--- src/rtl/bist_mem_responder.sv ---
// ============================================================================
// Module      : bist_mem_responder
// Description : Memory-under-test model for the BIST engine. It supports
//               stuck-at and rising-transition fault injection and keeps
//               saturating traffic and fault-hit counters.
// Revision    : 1.0
// ============================================================================
`default_nettype none

module bist_mem_responder #(
   parameter int ADDR_W = 4,
   parameter int DATA_W = 8,
   parameter int RD_LAT = 1,
   parameter int CNT_W  = 16
) (
   input  logic                      clk,
   input  logic                      reset,
   input  logic                      mem_req,
   input  logic                      mem_we,
   input  logic [ADDR_W-1:0]         mem_addr,
   input  logic [DATA_W-1:0]         mem_wdata,
   output logic [DATA_W-1:0]         mem_rdata,
   output logic                      mem_rvalid,
   input  logic                      cfg_load,
   input  logic [1:0]                cfg_type,
   input  logic [ADDR_W-1:0]         cfg_addr,
   input  logic [$clog2(DATA_W)-1:0] cfg_bit,
   output logic                      fault_active,
   output logic [CNT_W-1:0]          wr_count,
   output logic [CNT_W-1:0]          rd_count,
   output logic [CNT_W-1:0]          hit_count
);

   localparam int         DEPTH   = 2 ** ADDR_W;
   localparam int         BIT_W   = $clog2(DATA_W);
   localparam logic [1:0] FT_NONE = 2'b00;
   localparam logic [1:0] FT_SA0  = 2'b01;
   localparam logic [1:0] FT_SA1  = 2'b10;
   localparam logic [1:0] FT_TFU  = 2'b11;

   logic [DATA_W-1:0] mem [DEPTH];

   logic [1:0]        flt_type;
   logic [ADDR_W-1:0] flt_addr;
   logic [BIT_W-1:0]  flt_bit;

   logic              rd_fire;
   logic              wr_fire;
   logic [DATA_W-1:0] stored;
   logic [DATA_W-1:0] bit_mask;
   logic [DATA_W-1:0] rd_resolved;
   logic [DATA_W-1:0] wr_resolved;
   logic              rd_hit;
   logic              wr_hit;

   logic [RD_LAT-1:0] vld_pipe;
   logic [DATA_W-1:0] data_pipe [RD_LAT];

   function automatic logic [CNT_W-1:0] sat_inc(input logic [CNT_W-1:0] c, input logic en);
      return (en && (c != {CNT_W{1'b1}})) ? c + 1'b1 : c;
   endfunction

   assign rd_fire = mem_req & ~mem_we;
   assign wr_fire = mem_req &  mem_we;

   // Faults are resolved against the currently latched config, before any same-cycle cfg_load.
   always_comb begin
      stored      = mem[mem_addr];
      bit_mask    = {{(DATA_W-1){1'b0}}, 1'b1} << flt_bit;
      rd_resolved = stored;
      wr_resolved = mem_wdata;
      rd_hit      = 1'b0;
      wr_hit      = 1'b0;
      if (mem_addr == flt_addr) begin
         case (flt_type)
            FT_SA0: begin
               rd_resolved = stored & ~bit_mask;
               rd_hit      = |(stored & bit_mask);
            end
            FT_SA1: begin
               rd_resolved = stored | bit_mask;
               rd_hit      = ~|(stored & bit_mask);
            end
            FT_TFU: begin
               if (|(mem_wdata & bit_mask & ~stored)) begin
                  wr_resolved = mem_wdata & ~bit_mask;
                  wr_hit      = 1'b1;
               end
            end
            default: ;
         endcase
      end
   end

   always_ff @(posedge clk) begin
      if (wr_fire) begin
         mem[mem_addr] <= wr_resolved;
      end
   end

   always_ff @(posedge clk or negedge reset) begin
      if (!reset) begin
         flt_type <= FT_NONE;
         flt_addr <= '0;
         flt_bit  <= '0;
      end else if (cfg_load) begin
         flt_type <= cfg_type;
         flt_addr <= cfg_addr;
         flt_bit  <= cfg_bit;
      end
   end

   always_ff @(posedge clk or negedge reset) begin
      if (!reset) begin
         vld_pipe <= '0;
         for (int i = 0; i < RD_LAT; i++) begin
            data_pipe[i] <= '0;
         end
      end else begin
         vld_pipe[0] <= rd_fire;
         if (rd_fire) begin
            data_pipe[0] <= rd_resolved;
         end
         for (int i = 1; i < RD_LAT; i++) begin
            vld_pipe[i]  <= vld_pipe[i-1];
            data_pipe[i] <= data_pipe[i-1];
         end
      end
   end

   always_ff @(posedge clk or negedge reset) begin
      if (!reset) begin
         wr_count  <= '0;
         rd_count  <= '0;
         hit_count <= '0;
      end else begin
         wr_count  <= sat_inc(wr_count, wr_fire);
         rd_count  <= sat_inc(rd_count, rd_fire);
         hit_count <= sat_inc(hit_count, (rd_fire & rd_hit) | (wr_fire & wr_hit));
      end
   end

   assign mem_rvalid   = vld_pipe[RD_LAT-1];
   assign mem_rdata    = data_pipe[RD_LAT-1];
   assign fault_active = (flt_type != FT_NONE);

endmodule

`default_nettype wire

--- config.mk ---
export PLATFORM = sky130hd
export DESIGN_NAME = bist_mem_responder
export DESIGN_NICKNAME = d
export VERILOG_FILES = /design/src/rtl/bist_mem_responder.sv
export SDC_FILE = /design/constraint.sdc
export NUM_CORES = 1
export LEC_CHECK = 0
export BUFFER_PORTS_ARGS = -buffer_cell sky130_fd_sc_hd__buf_2
export CORE_AREA = 2 2 132 134
export CTS_BUF_LIST = sky130_fd_sc_hd__clkbuf_4
export DETAILED_ROUTE_END_ITERATION = 16
export DIE_AREA = 0 0 134 136
export PLACE_DENSITY = 0.82
export SLEW_MARGIN = 5
export SYNTH_ARGS = -nofsm -noshare
export SYNTH_HDL_FRONTEND = slang
export SYNTH_SLANG_ARGS = --single-unit
--- constraint.sdc ---
create_clock -name clk -period 2.6 [get_ports clk]
set_input_delay 0.13 -clock clk [delete_from_list [all_inputs] [get_ports clk]]
set_output_delay 0.13 -clock clk [all_outputs]
set_load 0.05 [all_outputs]
# --- Yosys cells after proc, flatten, opt, wreduce, memory -nomap -nowiden ---
# Memory sizes are Yosys's and may differ from the RTL's.
# Index checks and enable logic that the tools add are counted.
totals:
  regBits: 66
  mem_bits_rw: 128
  input_bits: 26
  out_inout_bits: 58
  memories: 1
op_classes:
  addsub: 3
  n_eq_ne: 7
  shifts: 1
  n_mux: 12
  bitwise: 14
  n_reduce_logical: 7
memory_table:
  columns: ["name", "words", "word_bits", "rd", "rd_clocked_by_memory_dff", "write_ports", "line_no", "rtl"]
  rows:
  - ["mem", 16, 8, 1, 0, 1, "41", "logic [DATA_W-1:0] mem [DEPTH];"]
ops:
  columns: ["operator", "count"]
  rows:
  - ["adder 16 x 1 -> 16 bit, second input constant", 3]
  - ["!= test 16 bit, second input constant", 3]
  - ["AND 8 bit", 5]
  - ["two-way mux 8 bit", 4]
  - ["NOT 8 bit", 2]
  - ["one-hot mux 8 bit (2 select lines)", 1]
  - ["OR reduction 8 bit", 2]
  - ["bitwise OR 8 bit", 1]
  - ["left shift 1 x 3 -> 8 bit, first input constant", 1]
  - ["two-way mux 1 bit", 6]
  - ["AND 1 bit", 4]
  - ["equality test 2 bit, second input constant", 2]
  - ["equality test 4 bit", 1]
  - ["logical AND 1 bit", 3]
  - ["equality test 2 x 1 -> 1 bit, second input constant", 1]
  - ["one-hot mux 1 bit (2 select lines)", 1]
  - ["nonzero test 2 bit", 1]
  - ["zero test 1 bit", 1]
  - ["NOT 1 bit", 1]
  - ["bitwise OR 1 bit", 1]

# --- Longest topological paths before layout ---
# Gate-level depths: netlist of run 1.
logic_depth:
  ltp_word: 10
  depth_mapped: 12

# --- Worst setup path after synthesis of run 1 ---
# Ideal clock, no wire load.
synth_timing:
  path_type: "input-to-reg"
  from: "input port mem_addr[0]"
  to: "memory mem[0][0] (data pin)"
  setup_ns: 0.336
  arrival_time_ns: 2.489
  slack_ns: -0.225
  path_stages: 10
  n_path_buf: 3
  cell_sequence: "buf_4 buf_6 buf_6 and2b_1 a22oi_1 a21oi_1 o31a_1 a211oi_1 nor2b_1 a21boi_0"
synth_between:
  elab_chain_cells: 7
  word_cells_on_any_way: 8
  cone_classes: "eq/ne: 1; mux: 3; bitwise: 2; reduce/logical: 1; memory: 1"
synth_lines:
  columns: ["item", "line_no", "rtl"]
  rows:
  - ["start: declaration", "20", "input logic [ADDR_W-1:0] mem_addr,"]
  - ["memory (16 x 8 bit)", null, null]
  - ["NOT 8 bit", "85", "if (|(mem_wdata & bit_mask & ~stored)) begin"]
  - ["AND 8 bit", "85", null]
  - ["OR reduction 8 bit", "85", null]
  - ["two-way mux 8 bit", "85", null]
  - ["two-way mux 8 bit", "75", "case (flt_type)"]
  - ["two-way mux 8 bit *", "74", "if (mem_addr == flt_addr) begin"]
  - ["via wr_resolved[0]", "52", "logic [DATA_W-1:0] wr_resolved;"]
  - ["end: declaration", "41", null]
# Mark *: on every way through the listed nets, which the timed path passes. The rest lies on a longest branch.

# --- Final worst setup path of run 1 ---
layout_timing:
  from: "memory mem[1][4]"
  to: "register hit_count[12]"
layout_between:
  elab_chain_cells: 10
  word_cells_on_any_way: 16
  cone_classes: "mux: 5; bitwise: 6; reduce/logical: 4; memory: 1"
layout_lines:
  columns: ["item", "line_no", "rtl"]
  rows:
  - ["memory (16 x 8 bit) *", null, null]
  - ["NOT 8 bit", "85", null]
  - ["AND 8 bit", "85", null]
  - ["OR reduction 8 bit", "85", null]
  - ["two-way mux 1 bit", "85", null]
  - ["two-way mux 1 bit", "75", null]
  - ["two-way mux 1 bit", "74", null]
  - ["AND 1 bit", "139", "hit_count <= sat_inc(hit_count, (rd_fire & rd_hit) | (wr_fire & wr_hit));"]
  - ["bitwise OR 1 bit *", "139", null]
  - ["logical AND 1 bit *", "60", "return (en && (c != {CNT_W{1'b1}})) ? c + 1'b1 : c;"]
  - ["end signal: assignment", "139", null]
  - ["end: declaration", "31", "output logic [CNT_W-1:0] hit_count"]
# Mark *: on every way between the ends. The rest lies on a longest branch, timed or not.
# A chain may end at the register's enable or synchronous reset.

==> reports/metrics.cfg, run 1 <==
[global_routing]
track_usage=0.261
gr-total-overflow=0
grt_pass1_wl_mm=35.8
grt_max_degree=29
antenna_found_initial=0
grt_pass1_vias=6314

[power_and_ir_drop]
leakage_nw=4.62
pwr-share-seq=0.534
p_total_mw=6.76
switching_share=0.340
power_frac_comb=0.229
clockPowerShare=0.237
powerDensity_nw_per_um2=600
switchingPower_mw=2.30
p_int_mw=4.46
ir_worst_vdd_v=0.000569

[synth]
synth_ff_type=edfxtp_1
synthTopCellsByArea=edfxtp_1 (43%), dfrtp_1 (19%), mux4_2 (5.3%)
yosysWarnings=0
ys_seq_area_frac=0.621
synth-edff-count=128
syn_nets=663
netlist_area_um2=8850
async_flop_share=0.340
synthCells=630
synth.top_cell.area_share=0.434
yosysTopAreaCell=edfxtp_1
synth_seq_cells=194
avgSynthCellArea_um2=14.0
ys_types=67

[timing]
tightestPinTransition_ps=607
fmax_ghz=0.361
whs_ps=51.8
skew_ps=18.8
slew_violations=0
finalWorstSetupSlack_ps=-171
relSlewSlack=0.596
setup_viol=143
rsz0062_at_grt=yes
period_needed_ps=2770
fin_crit_sh=1.07
tns_ps=-12840
finalHoldViolCount=0

[clocking]
cts_tree=yes
clk_latency_ps=590
clock_sinks=194
numCtsBuffers=17
path_clk_slew_ps=170
cts_root_buffer=clkbuf_4
clock_path_buffers=2
cts_htree_levels=4

[critical_path]
cp_cell_sequence=mux2_4 > mux4_2 > o2bb2a_4 > a21oi_4 > a311oi_2 > mux2i_2 > buf_6 > buf_12 > nand4_1 > xnor2_2
worst-path-max-fanout=7
worst_path_max_delay_cell=mux4_2
worstSetupPathType=register to register
path_buf_inv=2
cp-end-kind=register
slowest_delay_ps=520
cp.required_ps=3080
rr_startpoint=mem[1][4]
reg2reg_slack_ps=-170
path_delay_family=multiplexers
r2r_end=hit_count[12]
ff2ff_path_depth=10
worstPathArrival_ps=3260
start_kind=register

[finish]
drive_gt1_frac=0.385
fin_nets=882
final_common_cell=edfxtp_1
final_core_util=0.667
area_growth_pct=27.2
n_antenna_cell=0
finalInstanceArea_um2=11300
final_cell_mix=edfxtp_1 (128), buf_4 (96), buf_2 (84), dfrtp_1 (63), nand2_1 (38)

[routing]
drtIter0Drc=795
ant_nets=0
drc=0
avgViaCountPerCell=6.01
drtPass1Iterations=5
via_count=6532
wl_per_cell_um=21.9
wl_mm=23.8

[die]
io-pin-count=84
die_x_um=134
initial_core_util=0.524
rows=48
die_h_um=136
core_um2=16900
die_area_um2=18200

[run_status]
status=finished, violations left
failed_checks=setup timing

[place]
dpl_cell_area_um2=10200
dp_hpwl_mm=15.8
io_buffers=83
place_congestion=0.921

[worst_hold_path]
min_path_type=input port to async pin

[run]
drv_cap=0

-- worst max-delay path by stage --
stage / slack (ps) / startpoint / endpoint / cells after the start
floorplan: -180 / mem_addr[1] / mem[0][0] / 9
global placement: -230 / mem_addr[1] / mem[6][0] / 11
detailed placement: -340 / mem_addr[1] / mem[5][0] / 11
CTS: -80 / flt_bit[2] / hit_count[9] / 11
global route: -220 / mem[9][4] / hit_count[12] / 10
finish: -170 / mem[1][4] / hit_count[12] / 10
-- through the flow --
stage               cells  setup WS (ps)
global placement     1007           -228
floorplan             630           -177
CTS                  1078          -76.0
finish               1087           -171
detailed placement   1007           -345
global route         1087           -217
-- registers in the layout, indices dropped and copies added (netlist names) --
signal      flops
mem_rdata       8
wr_count       16
hit_count      16
flt_addr        4
mem           128
flt_type        2
flt_bit         3
rd_count       16
mem_rvalid      1
-- cell type report --
class | instances | area [um^2]
repair buffers | 232 | 1740
multi-input cells | 391 | 3390
clock inverters | 15 | 168
flip-flops and latches | 194 | 5500
inverters | 13 | 48.8
fillers | 1111 | 5620
well taps | 225 | 282
clock buffers | 17 | 128
-- layer usage --
metal / up-vias / part of all wire / wire [um] / track usage
li1: 2837 / - / - / -
met4: 0 / 0.027 / 634 / 0.0833
met5: - / 0 / 0 / 0
met2: 433 / 0.50 / 11900 / 0.435
met3: 60 / 0.097 / 2320 / 0.0597
met1: 3202 / 0.38 / 9010 / 0.343
-- cell usage after synthesis, types with 4 or more instances --
library cell	n
a21boi_0	8
a21oi_1	18
a221oi_1	6
a22oi_1	12
and2_1	6
and3_1	16
buf_2	7
buf_6	5
clkbuf_1	14
dfrtp_1	66
edfxtp_1	128
ha_1	7
inv_1	12
mux2_2	17
mux2i_1	33
mux4_2	21
nand2_1	39
nand3_1	24
nand3_2	4
nand4_1	16
nor2_1	36
nor3_1	7
o21ai_0	6
o22ai_1	4
o31ai_1	9
xnor2_1	34
xor2_1	15
-- cells by family (layout without fill, tap and decap cells) --
logic type / Yosys count / count (layout) / synth area share
multiplexers: 73 / 73 / 0.116
flip-flops: 194 / 194 / 0.621
buffers and inverters: 45 / 277 / 0.0270
AND/OR/NAND/NOR: 178 / 178 / 0.108
XOR/XNOR: 49 / 49 / 0.0485
adder cells (fa/ha/maj): 7 / 7 / 0.00990
AO/OA/AOI/OAI: 84 / 84 / 0.0700
-- worst reg2reg max path, cell delays in order (launching register included) --
cell      delay, ps
edfxtp_1        400
mux2_4          290
mux4_2          520
o2bb2a_4        230
a21oi_4          50
a311oi_2        290
mux2i_2         260
buf_6           150
buf_12          110
nand4_1         170
xnor2_2         200
-- power by group through the flow --
stage	combinational (mW)	clock (mW)	sequential [mW]
6_report	1.55	1.60	3.61
3_3_place_gp	1.34	0	3.66
5_1_grt	1.63	1.76	3.63
4_1_cts	1.48	1.64	3.61
3_5_place_dp	1.36	0	3.67
2_1_floorplan	0.510	0	4.06
-- repair_timing --
action	CTS	global route
cloned	8	1
setup buffers	10	9
hold buffers	21	0
gates resized for setup	60	56
hold endpoints to repair	44	0
pin swaps	4	27
endpoints found under the setup margin	144	144
(Power assumes the default switching activity.)
==> run 2, diff against run 1 <==
- RECOVER_POWER: default -> 25
==> reports/metrics.cfg, run 2 (synthesis results as in run 1) <==
[timing]
fin_crit_sh=1.07  ; +0.00186
rsz0062_at_grt=yes
tightestPinTransition_ps=1440  ; +836 ps
fmax_ghz=0.360  ; -0.17%
setup_viol=144  ; +0.70%
slew_violations=0  ; unchanged
relSlewSlack=0.0381  ; -0.557
whs_ps=95.5  ; +43.6 ps
period_needed_ps=2780  ; +4.84 ps
finalHoldViolCount=0  ; unchanged
finalWorstSetupSlack_ps=-176  ; -4.84 ps
skew_ps=19.6  ; +0.731 ps

[place]
dp_slack_ps=-345  ; unchanged
dp_hpwl_mm=15.8  ; unchanged
dpl.cell_count=1007  ; unchanged
place_congestion=0.921  ; unchanged
io_buffers=83  ; unchanged

[power_and_ir_drop]
leakage_nw=4.60  ; -0.54%
ir_worst_vdd_v=0.000569  ; about the same
p_total_mw=6.76  ; about the same
powerDensity_nw_per_um2=602  ; +0.22%

[finish]
largest-register=mem
final_cell_mix=edfxtp_1 (128), buf_4 (90), buf_2 (82), dfrtp_1 (63), nand2_1 (38)
final_core_util=0.665  ; -0.00141
drive_gt1_frac=0.377  ; -0.00812
area_growth_pct=26.9
multiInputGateArea_um2=3390  ; unchanged
largest_register_ffs=128  ; unchanged
regArea_um2=5500  ; unchanged
fin_nets=882  ; unchanged
num-fill-cells=1120  ; +0.81%
n_antenna_cell=0  ; unchanged
final_common_cell=edfxtp_1
fin_cells=1087  ; unchanged

[worst_hold_path]
min_from=mem_we
min_path_type=input port to register

[routing]
drc=0  ; unchanged
avgViaCountPerCell=6.01  ; about the same
wl_mm=23.9  ; +0.11%
drtPass1Iterations=8  ; +3
drtIter0Drc=768  ; -3.4%
via_count=6531  ; -0.015%
wl_per_cell_um=22.0  ; +0.11%
ant_nets=0  ; unchanged

[critical_path]
worst_path_max_delay_cell=mux4_2
cp.required_ps=3080  ; about the same
cp-startpoint=mem[1][4]
cp_cell_sequence=mux2_4 > mux4_2 > o2bb2a_4 > a21oi_4 > a311oi_2 > mux2i_2 > buf_6 > buf_12 > nand4_1 > xnor2_2
worstSetupPathType=register to register
start_kind=register
worstPathArrival_ps=3260  ; about the same
worst-path-max-fanout=7  ; unchanged
slowest_delay_ps=530  ; about the same
rr_startpoint=mem[1][4]
cp-end-kind=register

[clocking]
cts_htree_levels=4  ; unchanged
cts_tree=yes
clock_sinks=194  ; unchanged
path_clk_slew_ps=170  ; about the same
clk_latency_ps=590  ; about the same
clock_path_buffers=2  ; unchanged
numCtsBuffers=17  ; unchanged
cts_root_buffer=clkbuf_4

[global_routing]
grt_pass1_wl_mm=35.8  ; unchanged
track_usage=0.261  ; unchanged
grt_pass1_vias=6314  ; unchanged
grt_max_degree=29  ; unchanged
gr-total-overflow=0  ; unchanged
antenna_found_initial=0  ; unchanged

[run_status]
failed_checks=setup timing
status=finished, violations left

[die]
core_um2=16900  ; unchanged
die_x_um=134  ; unchanged
die_h_um=136  ; unchanged
die_area_um2=18200  ; unchanged
initial_core_util=0.524  ; unchanged
rows=48  ; unchanged
io-pin-count=84  ; unchanged

[run]
drv_cap=0  ; unchanged

==> run 2: changes by cell type in the layout (fill, tap and decap cells not counted) <==
cell	change
buf_2	-2
buf_4	-6
clkbuf_2	+1
clkbuf_1	+7
==> run 2: per-stage QoR <==
stage / instance area [um^2] / TNS (ps)
after floorplan: 8860 / -22630
after global placement: 10200 / -13550
after detailed placement: 10200 / -23270
after CTS: 10900 / -3410
after global routing: 11200 / -18670
final: 11200 / -13320
==> run 2: worst paths after layout <==
check / depth (start not counted) / slack (ps) / end
max: 10 / -180 / hit_count[12]
min reg2reg: 1 / 500 / wr_count[12]
max reg2reg: 10 / -180 / hit_count[12]
min in group asynchronous: 2 / 380 / wr_count[5]
min: 5 / 100 / wr_count[3]
max in group asynchronous: 3 / 510 / flt_bit[0]
==> run 2: worst max-delay path, delay by kind of cell, from the launching register on <==
| kind | cells | cell delay, ps |
|---|---|---|
| mux | 3 | 1080 |
| compound gates | 3 | 570 |
| simple gates | 1 | 170 |
| xor+xnor | 1 | 200 |
| buf+inv | 2 | 260 |
| flops | 1 | 400 |
==> run 2: cell type report <==
class,instances,area share
clock inverter,15,0.0149
inverter,13,0.00434
clock buffer,17,0.0114
tap,225,0.0251
timing repair buffer,232,0.153
multi-input combinational,391,0.301
sequential,194,0.490
==> run 2: timing repair <==
item,4_1_cts,5_1_grt
setup buffers,10,9
gates cloned,8,1
endpoints found under the hold margin,44,0
pin swaps,4,27
resized for setup,60,56
hold buffers,21,0
setup endpoints to repair,144,144
==> run 2: routing by layer <==
| metal | track usage | wire length [um] | vias up |
|---|---|---|---|
| li1 | - | - | 2839 |
| met1 | 0.343 | 9060 | 3201 |
| met2 | 0.435 | 11800 | 426 |
| met3 | 0.0597 | 2290 | 65 |
| met4 | 0.0833 | 680 | 0 |
| met5 | 0 | 0 | - |
==> run 2: report_power, final <==
part | internal, mW | total [mW] | switching, mW
registers | 3.44 | 3.61 | 0.163
logic | 0.565 | 1.54 | 0.980
clock network | 0.444 | 1.60 | 1.16
total | 4.45 | 6.76 | 2.30
